**config.mk**
```make
export PLATFORM = sky130hd
export DESIGN_NAME = tcsm_smtc
export DESIGN_NICKNAME = d
export VERILOG_FILES = /design/src/rtl/tcsm_smtc.sv
export SDC_FILE = /design/constraint.sdc
export NUM_CORES = 1
export LEC_CHECK = 0
export CORE_AREA = 2 2 39 41
export DETAILED_ROUTE_END_ITERATION = 6
export DIE_AREA = 0 0 41 43
export GPL_ROUTABILITY_DRIVEN = 0
export SYNTH_ARGS = -nofsm -noshare
export SYNTH_HDL_FRONTEND = slang
export SYNTH_SLANG_ARGS = --single-unit
```
**constraint.sdc**
```tcl
create_clock -name clk -period 3.1 [get_ports clk]
set_clock_uncertainty 0.1 [all_clocks]
set_input_delay 0.62 -clock clk [delete_from_list [all_inputs] [get_ports clk]]
set_output_delay 0.62 -clock clk [all_outputs]
set_load 0.01 [all_outputs]
```
**src/rtl/tcsm_smtc.sv**
```systemverilog
// rtl/tcsm_smtc.sv - registered two's-complement <-> sign-magnitude LLR converter
// One output register stage; out_data/flags hold across idle cycles.
module tcsm_smtc #(
  parameter int W = 5
) (
  input  logic         clk,
  input  logic         rst_n,
  input  logic         in_valid,
  input  logic         mode,
  input  logic [W-1:0] in_data,
  output logic         out_valid,
  output logic [W-1:0] out_data,
  output logic         out_sat,
  output logic         out_negz
);

  logic         valid_q, valid_d;
  logic [W-1:0] data_q, data_d;
  logic         sat_q, sat_d;
  logic         negz_q, negz_d;

  logic         sign;
  logic         mag_zero;
  logic [W-1:0] neg_x;
  logic [W-1:0] neg_m;
  logic [W-1:0] conv_data;
  logic         conv_sat;
  logic         conv_negz;

  always_comb begin
    sign      = in_data[W-1];
    mag_zero  = (in_data[W-2:0] == '0);
    neg_x     = ~in_data + {{(W-1){1'b0}}, 1'b1};
    neg_m     = ~{1'b0, in_data[W-2:0]} + {{(W-1){1'b0}}, 1'b1};
    conv_data = in_data;
    conv_sat  = 1'b0;
    conv_negz = 1'b0;
    if (sign) begin
      if (!mode) begin
        // -2^(W-1) has no SM magnitude; clamp to the most negative SM code
        if (mag_zero) begin
          conv_data = '1;
          conv_sat  = 1'b1;
        end else begin
          conv_data = {1'b1, neg_x[W-2:0]};
        end
      end else begin
        if (mag_zero) begin
          conv_data = '0;
          conv_negz = 1'b1;
        end else begin
          conv_data = neg_m;
        end
      end
    end
  end

  always_comb begin
    valid_d = in_valid;
    data_d  = data_q;
    sat_d   = sat_q;
    negz_d  = negz_q;
    if (in_valid) begin
      data_d = conv_data;
      sat_d  = conv_sat;
      negz_d = conv_negz;
    end
  end

  always_ff @(posedge clk) begin
    if (!rst_n) begin
      valid_q <= 1'b0;
      data_q  <= '0;
      sat_q   <= 1'b0;
      negz_q  <= 1'b0;
    end else begin
      valid_q <= valid_d;
      data_q  <= data_d;
      sat_q   <= sat_d;
      negz_q  <= negz_d;
    end
  end

  assign out_valid = valid_q;
  assign out_data  = data_q;
  assign out_sat   = sat_q;
  assign out_negz  = negz_q;

endmodule

```
==> impl_summary.txt, run 1 <==
----------------------------------------------------
[Power and ir drop]
  Cell Int Power ... 181 uW
  Clk network pwr share ... 0.324
  Power density over the cells ... 388 mW/mm^2
  Sequential group share of total power ... 0.467
  Post-layout power ... 237 uW
  Power spent charging and discharging nets ... 55.6 uW
  Combinational share of power ... 0.209
  Worst vdd rail ir drop ... 202 uV
  Leak pwr ... 0.228 nW
  Switching share of power ... 0.235

[Setup path]
  Arrival @ worst endpoint ... 1940 ps
  R2R setup slack ... 2310 ps
  Worst Setup End Kind ... flop
  Classification of the worst setup path ... primary input to flop
  Reg2reg end ... out_data[1]
  Kind of start point of the critical path ... primary input
  Crit Reg-Reg Startpoint ... out_data[1]
  Start point of the critical path ... in_data[0]
  Cell with the biggest individual delay on the critical path ... sky130_fd_sc_hd__clkdlybuf4s50_1
  CP bufs+invs ... 2
  Required time of the critical path ... 3140 ps
  Largest driver fanout on the critical path ... 6
  Top Family by Delay on Critical Path ... buffers and inverters
  Crit-path max cell delay ... 510 ps
  Cell Chain, Critical Path ... clkdlybuf4s50_1, inv_1, ha_1, and4bb_1, o311a_1
  R2R depth ... 2

[Cells and area]
  Total non-filler cell area in the finished layout ... 611 um^2
  Layout filler cell count ... 133
  Area growth from synthesis to layout ... 47.9%
  Number of nets in the final layout ... 76
  Fraction of layout cells with a size suffix above 1 ... 0.0625
  Number of diodes added for antenna fixing ... 0

[Yosys]
  Synth top cells by count ... sky130_fd_sc_hd__dfxtp_1 (8), sky130_fd_sc_hd__nand2_1 (6), sky130_fd_sc_hd__a21boi_1 (3), sky130_fd_sc_hd__inv_1 (3)
  Cell count after synthesis ... 46
  Synth top area share ... 0.388
  Top post-synthesis cells by area ... sky130_fd_sc_hd__dfxtp_1 (39%), sky130_fd_sc_hd__a21boi_1 (5.5%), sky130_fd_sc_hd__nand2_1 (5.5%)
  Yosys warning count ... 0
  Dominant register cell in the synthesized netlist ... sky130_fd_sc_hd__dfxtp_1
  Synth area leader ... sky130_fd_sc_hd__dfxtp_1
  Most frequent cell after synthesis ... sky130_fd_sc_hd__dfxtp_1
  Synthesized Nets ... 56
  Share of flip-flops with an asynchronous set or reset after synthesis ... 0
  Distinct cell type count after synthesis ... 24
  Count of flip-flops with a built-in enable after synthesis ... 0
  Total standard cell area after synthesis ... 413 um^2
  Per-instance average area after synthesis ... 8.98 um^2
  Share of synthesized area occupied by flip-flops and latches ... 0.388
  Register bit total from synthesis ... 8

[Clocking]
  Quantity of hold-fixing buffers added after cts ... 0
  CTS buffer count ... 3
  TritonCTS Sinks ... 8
  Clock-pin slew on the worst setup and hold paths ... 60 ps
  Buffer levels on the longest clock path ... 2
  Root Buffer ... sky130_fd_sc_hd__clkbuf_4
  H-tree depth ... 1
  Setup bufs post-CTS ... 0
  Source-to-sink clock delay at the later pin of the worst-skew pair ... 240 ps
  Clock tree from TritonCTS ... done
  CTS resizes ... 0

[Timing]
  Worst-Margin Slew ... 291 ps
  Min Hold Slack ... 356 ps
  Max Clk Rate ... 526 MHz
  Post-route minimum period ... 1900 ps
  Number of hold-slack violations in the final timing report ... 0
  Setup tns final ... 0 ps
  Finish-stage setup viols ... 0
  Setup repair after global routing missed its margin ... no
  Setup ws final ... 1200 ps
  Part of the cycle the worst path needs ... 0.614
  Slew HR ... 0.805
  Number of pins with negative max-slew slack in the final report ... 0

[Die]
  Width of the die ... 41 um
  Die Height ... 43 um
  IO Count ... 17
  Area of the die ... 0.00176 mm^2
  Std-Cell Rows ... 14
  Placeable core region ... 0.00138 mm^2
  Effective utilization at floorplan ... 0.298

[Place]
  Input/output buffers ... 16
  HPWL after detailed placement ... 700 um
  Worst slack after detailed placement ... 918 ps
  Total cell area at the placement stage ... 588 um^2

[Global routing]
  Wire length of the first global-routing pass ... 1.44 mm
  Met3 GRT Util ... 0.0890
  Via count of the first global-routing pass ... 330
  Most heavily used metal layer in global routing ... met1
  Initial antenna violation count ... 0
  Largest net degree at the start of global routing ... 10
  Leftover overflow at the end of global routing ... 0
  Total routing usage reported by global routing ... 0.123
  GR Util met2 ... 0.159
  Fraction of met1 tracks used by global routing ... 0.166

[Route]
  Remaining antenna violation count after routing ... 0
  Initial detailed-routing violation count ... 7
  Pre-antenna DRT Iters ... 4
  Remaining routing DRC violations ... 0
  Vias per std cell ... 4.79
  Routed wire length ... 915 um
  Number of vias after detailed routing ... 383
  Detail-routed net length per standard cell ... 11.4 um

[Hold path]
  Sink of the worst hold path ... out_negz
  Critical hold path startpoint ... out_negz
  Instance count along the most critical hold path ... 2
  Type of the most critical hold path ... flop to flop

[Run status]
  Result of the run ... complete, no violations

[Flow run]
  Max-cap violation count ... 0

----------------------------------------------------
## through the flow
| step | util | instances |
|---|---|---|
| detailed placement | 0.425 | 77 |
| finish | 0.441 | 80 |
| global placement | 0.425 | 77 |
| CTS | 0.441 | 80 |
| floorplan | - | 46 |
| global route | 0.441 | 80 |
## how the worst max path moves through the flow
stage / slack, ps / endpoint / depth (start not counted)
floorplan: 1520 / out_data[0] / 4
global placement: 930 / out_data[0] / 5
detailed placement: 920 / out_data[0] / 5
CTS: 1200 / out_data[0] / 5
global route: 1130 / out_data[0] / 5
finish: 1200 / out_data[0] / 5
## cell families (layout without fill, tap and decap cells)
logic type      count (synthesis)  after routing  share of synthesized area
fa+ha+maj                       1              1                     0.0303
compound gates                 13             13                      0.245
simple gates                   19             19                      0.270
flops                           8              8                      0.388
mux                             1              1                     0.0273
buf+inv                         4             22                     0.0394
## per-layer routing
metal,routed length [um],share of wire,up-vias
met1,438,0.48,159
met5,0,0,-
li1,-,-,209
met4,0,0,0
met2,400,0.44,15
met3,76,0.083,0
## placed cells by master (no fill, tap or decap)
master,count
sky130_fd_sc_hd__nor3b_1,1
sky130_fd_sc_hd__nor2_1,1
sky130_fd_sc_hd__clkbuf_4,3
sky130_fd_sc_hd__a211oi_2,1
sky130_fd_sc_hd__nand3_1,2
sky130_fd_sc_hd__o21a_1,1
sky130_fd_sc_hd__dfxtp_1,8
sky130_fd_sc_hd__o2bb2ai_1,2
sky130_fd_sc_hd__clkdlybuf4s50_1,16
sky130_fd_sc_hd__a2bb2oi_1,1
sky130_fd_sc_hd__mux2_1,1
sky130_fd_sc_hd__nand3b_1,2
sky130_fd_sc_hd__nand4bb_1,1
sky130_fd_sc_hd__o21ai_0,2
sky130_fd_sc_hd__ha_1,1
sky130_fd_sc_hd__a21boi_0,1
sky130_fd_sc_hd__o311a_1,1
sky130_fd_sc_hd__o21ai_1,1
sky130_fd_sc_hd__nor2b_1,1
sky130_fd_sc_hd__a21boi_1,3
sky130_fd_sc_hd__inv_1,3
sky130_fd_sc_hd__and2_1,2
sky130_fd_sc_hd__and4bb_1,1
sky130_fd_sc_hd__nand2_1,6
sky130_fd_sc_hd__nor3_1,2
## layout make-up
cell class | instances | area (um^2) | share of cell area
Inverter | 3 | 11.3 | 0.0184
Tap cell | 16 | 20.0 | 0.0328
Timing Repair Buffer | 16 | 160 | 0.262
Clock buffer | 3 | 22.5 | 0.0369
Multi-Input combinational cell | 34 | 236 | 0.387
Sequential cell | 8 | 160 | 0.262
## worst min-delay path: cells and delay by family (launching register included)
kind | cells | cell delay (ps)
flip-flops | 1 | 300
AND/OR/NAND/NOR | 1 | 60
AO/OA/AOI/OAI | 1 | 50
## state kept, by name (all words and copies together) (netlist names)
register,flops
out_sat,1
out_negz,1
out_data,5
out_valid,1
## power groups by stage
| stage | clock network, mW | registers [mW] | logic (mW) |
|---|---|---|---|
| after floorplan | 0 | 0.115 | 0.0196 |
| after global placement | 0 | 0.113 | 0.0503 |
| after detailed placement | 0 | 0.113 | 0.0498 |
| after CTS | 0.0828 | 0.111 | 0.0502 |
| after global routing | 0.0887 | 0.111 | 0.0539 |
| final | 0.0767 | 0.111 | 0.0496 |
No activity file was read; power rests on OpenSTA's default activity.
==> run 2: changes to the inputs <==
==> constraint.sdc (replaced) <==
create_clock -name clk -period 2 [get_ports clk]
set_clock_uncertainty 0.1 [all_clocks]
set_input_delay 0.4 -clock clk [delete_from_list [all_inputs] [get_ports clk]]
set_output_delay 0.4 -clock clk [all_outputs]
set_load 0.01 [all_outputs]
==> impl_summary.txt, run 2 (synthesis results as in run 1) <==
----------------------------------------------------
[Run status]
  Result of the run ... complete, no violations

[Cells and area]
  Most frequent cells in the layout ... sky130_fd_sc_hd__clkdlybuf4s50_1 (16), sky130_fd_sc_hd__dfxtp_1 (8), sky130_fd_sc_hd__nand2_1 (6)
  Flip-flop count of the largest register after layout ... 5
  Number of diodes added for antenna fixing ... 0
  Total non-filler cell area in the finished layout ... 626 um^2
  Fraction of layout cells with a size suffix above 1 ... 0.0909
  Number of nets in the final layout ... 78
  Area growth from synthesis to layout ... 51.5%
  Most common library cell in the layout ignoring fill and taps ... sky130_fd_sc_hd__clkdlybuf4s50_1
  Utilization after layout ... 0.452
  Layout filler cell count ... 132

[Hold path]
  Critical hold path startpoint ... out_sat
  Instance count along the most critical hold path ... 2
  Type of the most critical hold path ... flop to flop

[Timing]
  Slew HR ... 0.808
  Worst-Margin Slew ... 287 ps
  Post-route minimum period ... 1690 ps
  Setup tns final ... 0 ps
  Setup repair after global routing missed its margin ... no
  Number of pins with negative max-slew slack in the final report ... 0
  Finish-stage setup viols ... 0
  Part of the cycle the worst path needs ... 0.846
  Number of hold-slack violations in the final timing report ... 0
  Max Clk Rate ... 591 MHz

[Flow run]
  Max-cap violation count ... 0

[Place]
  Total cell area at the placement stage ... 603 um^2
  Input/output buffers ... 16
  HPWL after detailed placement ... 751 um

[Global routing]
  Leftover overflow at the end of global routing ... 0
  Wire length of the first global-routing pass ... 1.48 mm
  Via count of the first global-routing pass ... 354
  Largest net degree at the start of global routing ... 10
  Initial antenna violation count ... 0
  Total routing usage reported by global routing ... 0.124

[Setup path]
  Cell with the biggest individual delay on the critical path ... sky130_fd_sc_hd__clkdlybuf4s50_1
  Classification of the worst setup path ... primary input to flop
  Arrival @ worst endpoint ... 1730 ps
  Worst Setup End Kind ... flop
  Crit-path max cell delay ... 510 ps
  Largest driver fanout on the critical path ... 6
  Cell Chain, Critical Path ... clkdlybuf4s50_1, inv_1, ha_1, and4bb_1, o311a_1
  R2R setup slack ... 1210 ps
  R2R depth ... 2
  Kind of start point of the critical path ... primary input
  Crit Reg-Reg Startpoint ... out_data[1]
  Required time of the critical path ... 2040 ps
  Start point of the critical path ... in_data[0]

[Die]
  Width of the die ... 41 um
  Std-Cell Rows ... 14
  Die Height ... 43 um
  Placeable core region ... 0.00138 mm^2
  Area of the die ... 0.00176 mm^2
  IO Count ... 17
  Effective utilization at floorplan ... 0.298

[Power and ir drop]
  Power density over the cells ... 590 mW/mm^2
  Switching share of power ... 0.233
  Combinational share of power ... 0.217
  Power spent charging and discharging nets ... 86.1 uW
  Clk network pwr share ... 0.319
  Worst vdd rail ir drop ... 370 uV
  Leak pwr ... 0.237 nW
  Sequential group share of total power ... 0.465
  Cell Int Power ... 283 uW

[Route]
  Number of vias after detailed routing ... 403
  Remaining routing DRC violations ... 0
  Initial detailed-routing violation count ... 4
  Remaining antenna violation count after routing ... 0
  Vias per std cell ... 4.91
  Detail-routed net length per standard cell ... 11.7 um
  Routed wire length ... 959 um
  Pre-antenna DRT Iters ... 5

[Clocking]
  Buffer levels on the longest clock path ... 2
  Setup bufs post-CTS ... 0
  Clock tree from TritonCTS ... done
  Quantity of hold-fixing buffers added after cts ... 0
  H-tree depth ... 1
  CTS resizes ... 0
  TritonCTS Sinks ... 8
  Source-to-sink clock delay at the later pin of the worst-skew pair ... 250 ps
  Root Buffer ... sky130_fd_sc_hd__clkbuf_4
  CTS buffer count ... 3
  Clock-pin slew on the worst setup and hold paths ... 50 ps

----------------------------------------------------
run 2: cell count changes in the layout (fill, tap and decap cells not counted):
cell / previous run / this run
sky130_fd_sc_hd__buf_4: 0 / 2
run 2: area by class of cell:
class,count,area (um^2),area share
timing repair buffer,18,175,0.280
tap,16,20.0,0.0320
sequential,8,160,0.256
inverter,3,11.3,0.0180
multi-input combinational,34,236,0.378
clock buffer,3,22.5,0.0360
run 2: through the flow:
| step | instances | hold slack (ps) | power (mW) | setup WS (ps) |
|---|---|---|---|---|
| 4_1_cts | 82 | 368 | 0.378 | 308 |
| 5_1_grt | 82 | 383 | 0.395 | 279 |
| 3_3_place_gp | 79 | 354 | 0.255 | 70.1 |
| 2_1_floorplan | 46 | 384 | 0.209 | 643 |
| 6_report | 82 | 367 | 0.369 | 308 |
| 3_5_place_dp | 79 | 357 | 0.255 | 42.8 |
run 2: layer usage:
| metal | track usage | vias to the layer above | part of all wire |
|---|---|---|---|
| li1 | - | 209 | - |
| met1 | 0.166 | 177 | 0.47 |
| met2 | 0.178 | 17 | 0.47 |
| met3 | 0.0628 | 0 | 0.062 |
| met4 | 0.0200 | 0 | 0 |
| met5 | 0 | - | 0 |
run 2: path summary, 6_finish.rpt:
check / to
worst max-delay path: out_data[0]
worst min-delay path: out_sat
worst max register to register: out_data[1]
worst min register to register: out_sat
run 2: critical path, delay by kind of cell:
kind,cells,cell delay [ps]
and+or+nand+nor,1,230
buffers and inverters,2,570
AOI/OAI and AO/OA,1,280
adders and majority gates,1,240
run 2: power by group through the flow:
stage | registers (mW) | clock network, mW | logic [mW]
after floorplan | 0.179 | 0 | 0.0304
after global placement | 0.175 | 0 | 0.0806
after detailed placement | 0.175 | 0 | 0.0801
after CTS | 0.172 | 0.126 | 0.0809
after global routing | 0.172 | 0.135 | 0.0872
final | 0.172 | 0.118 | 0.0800
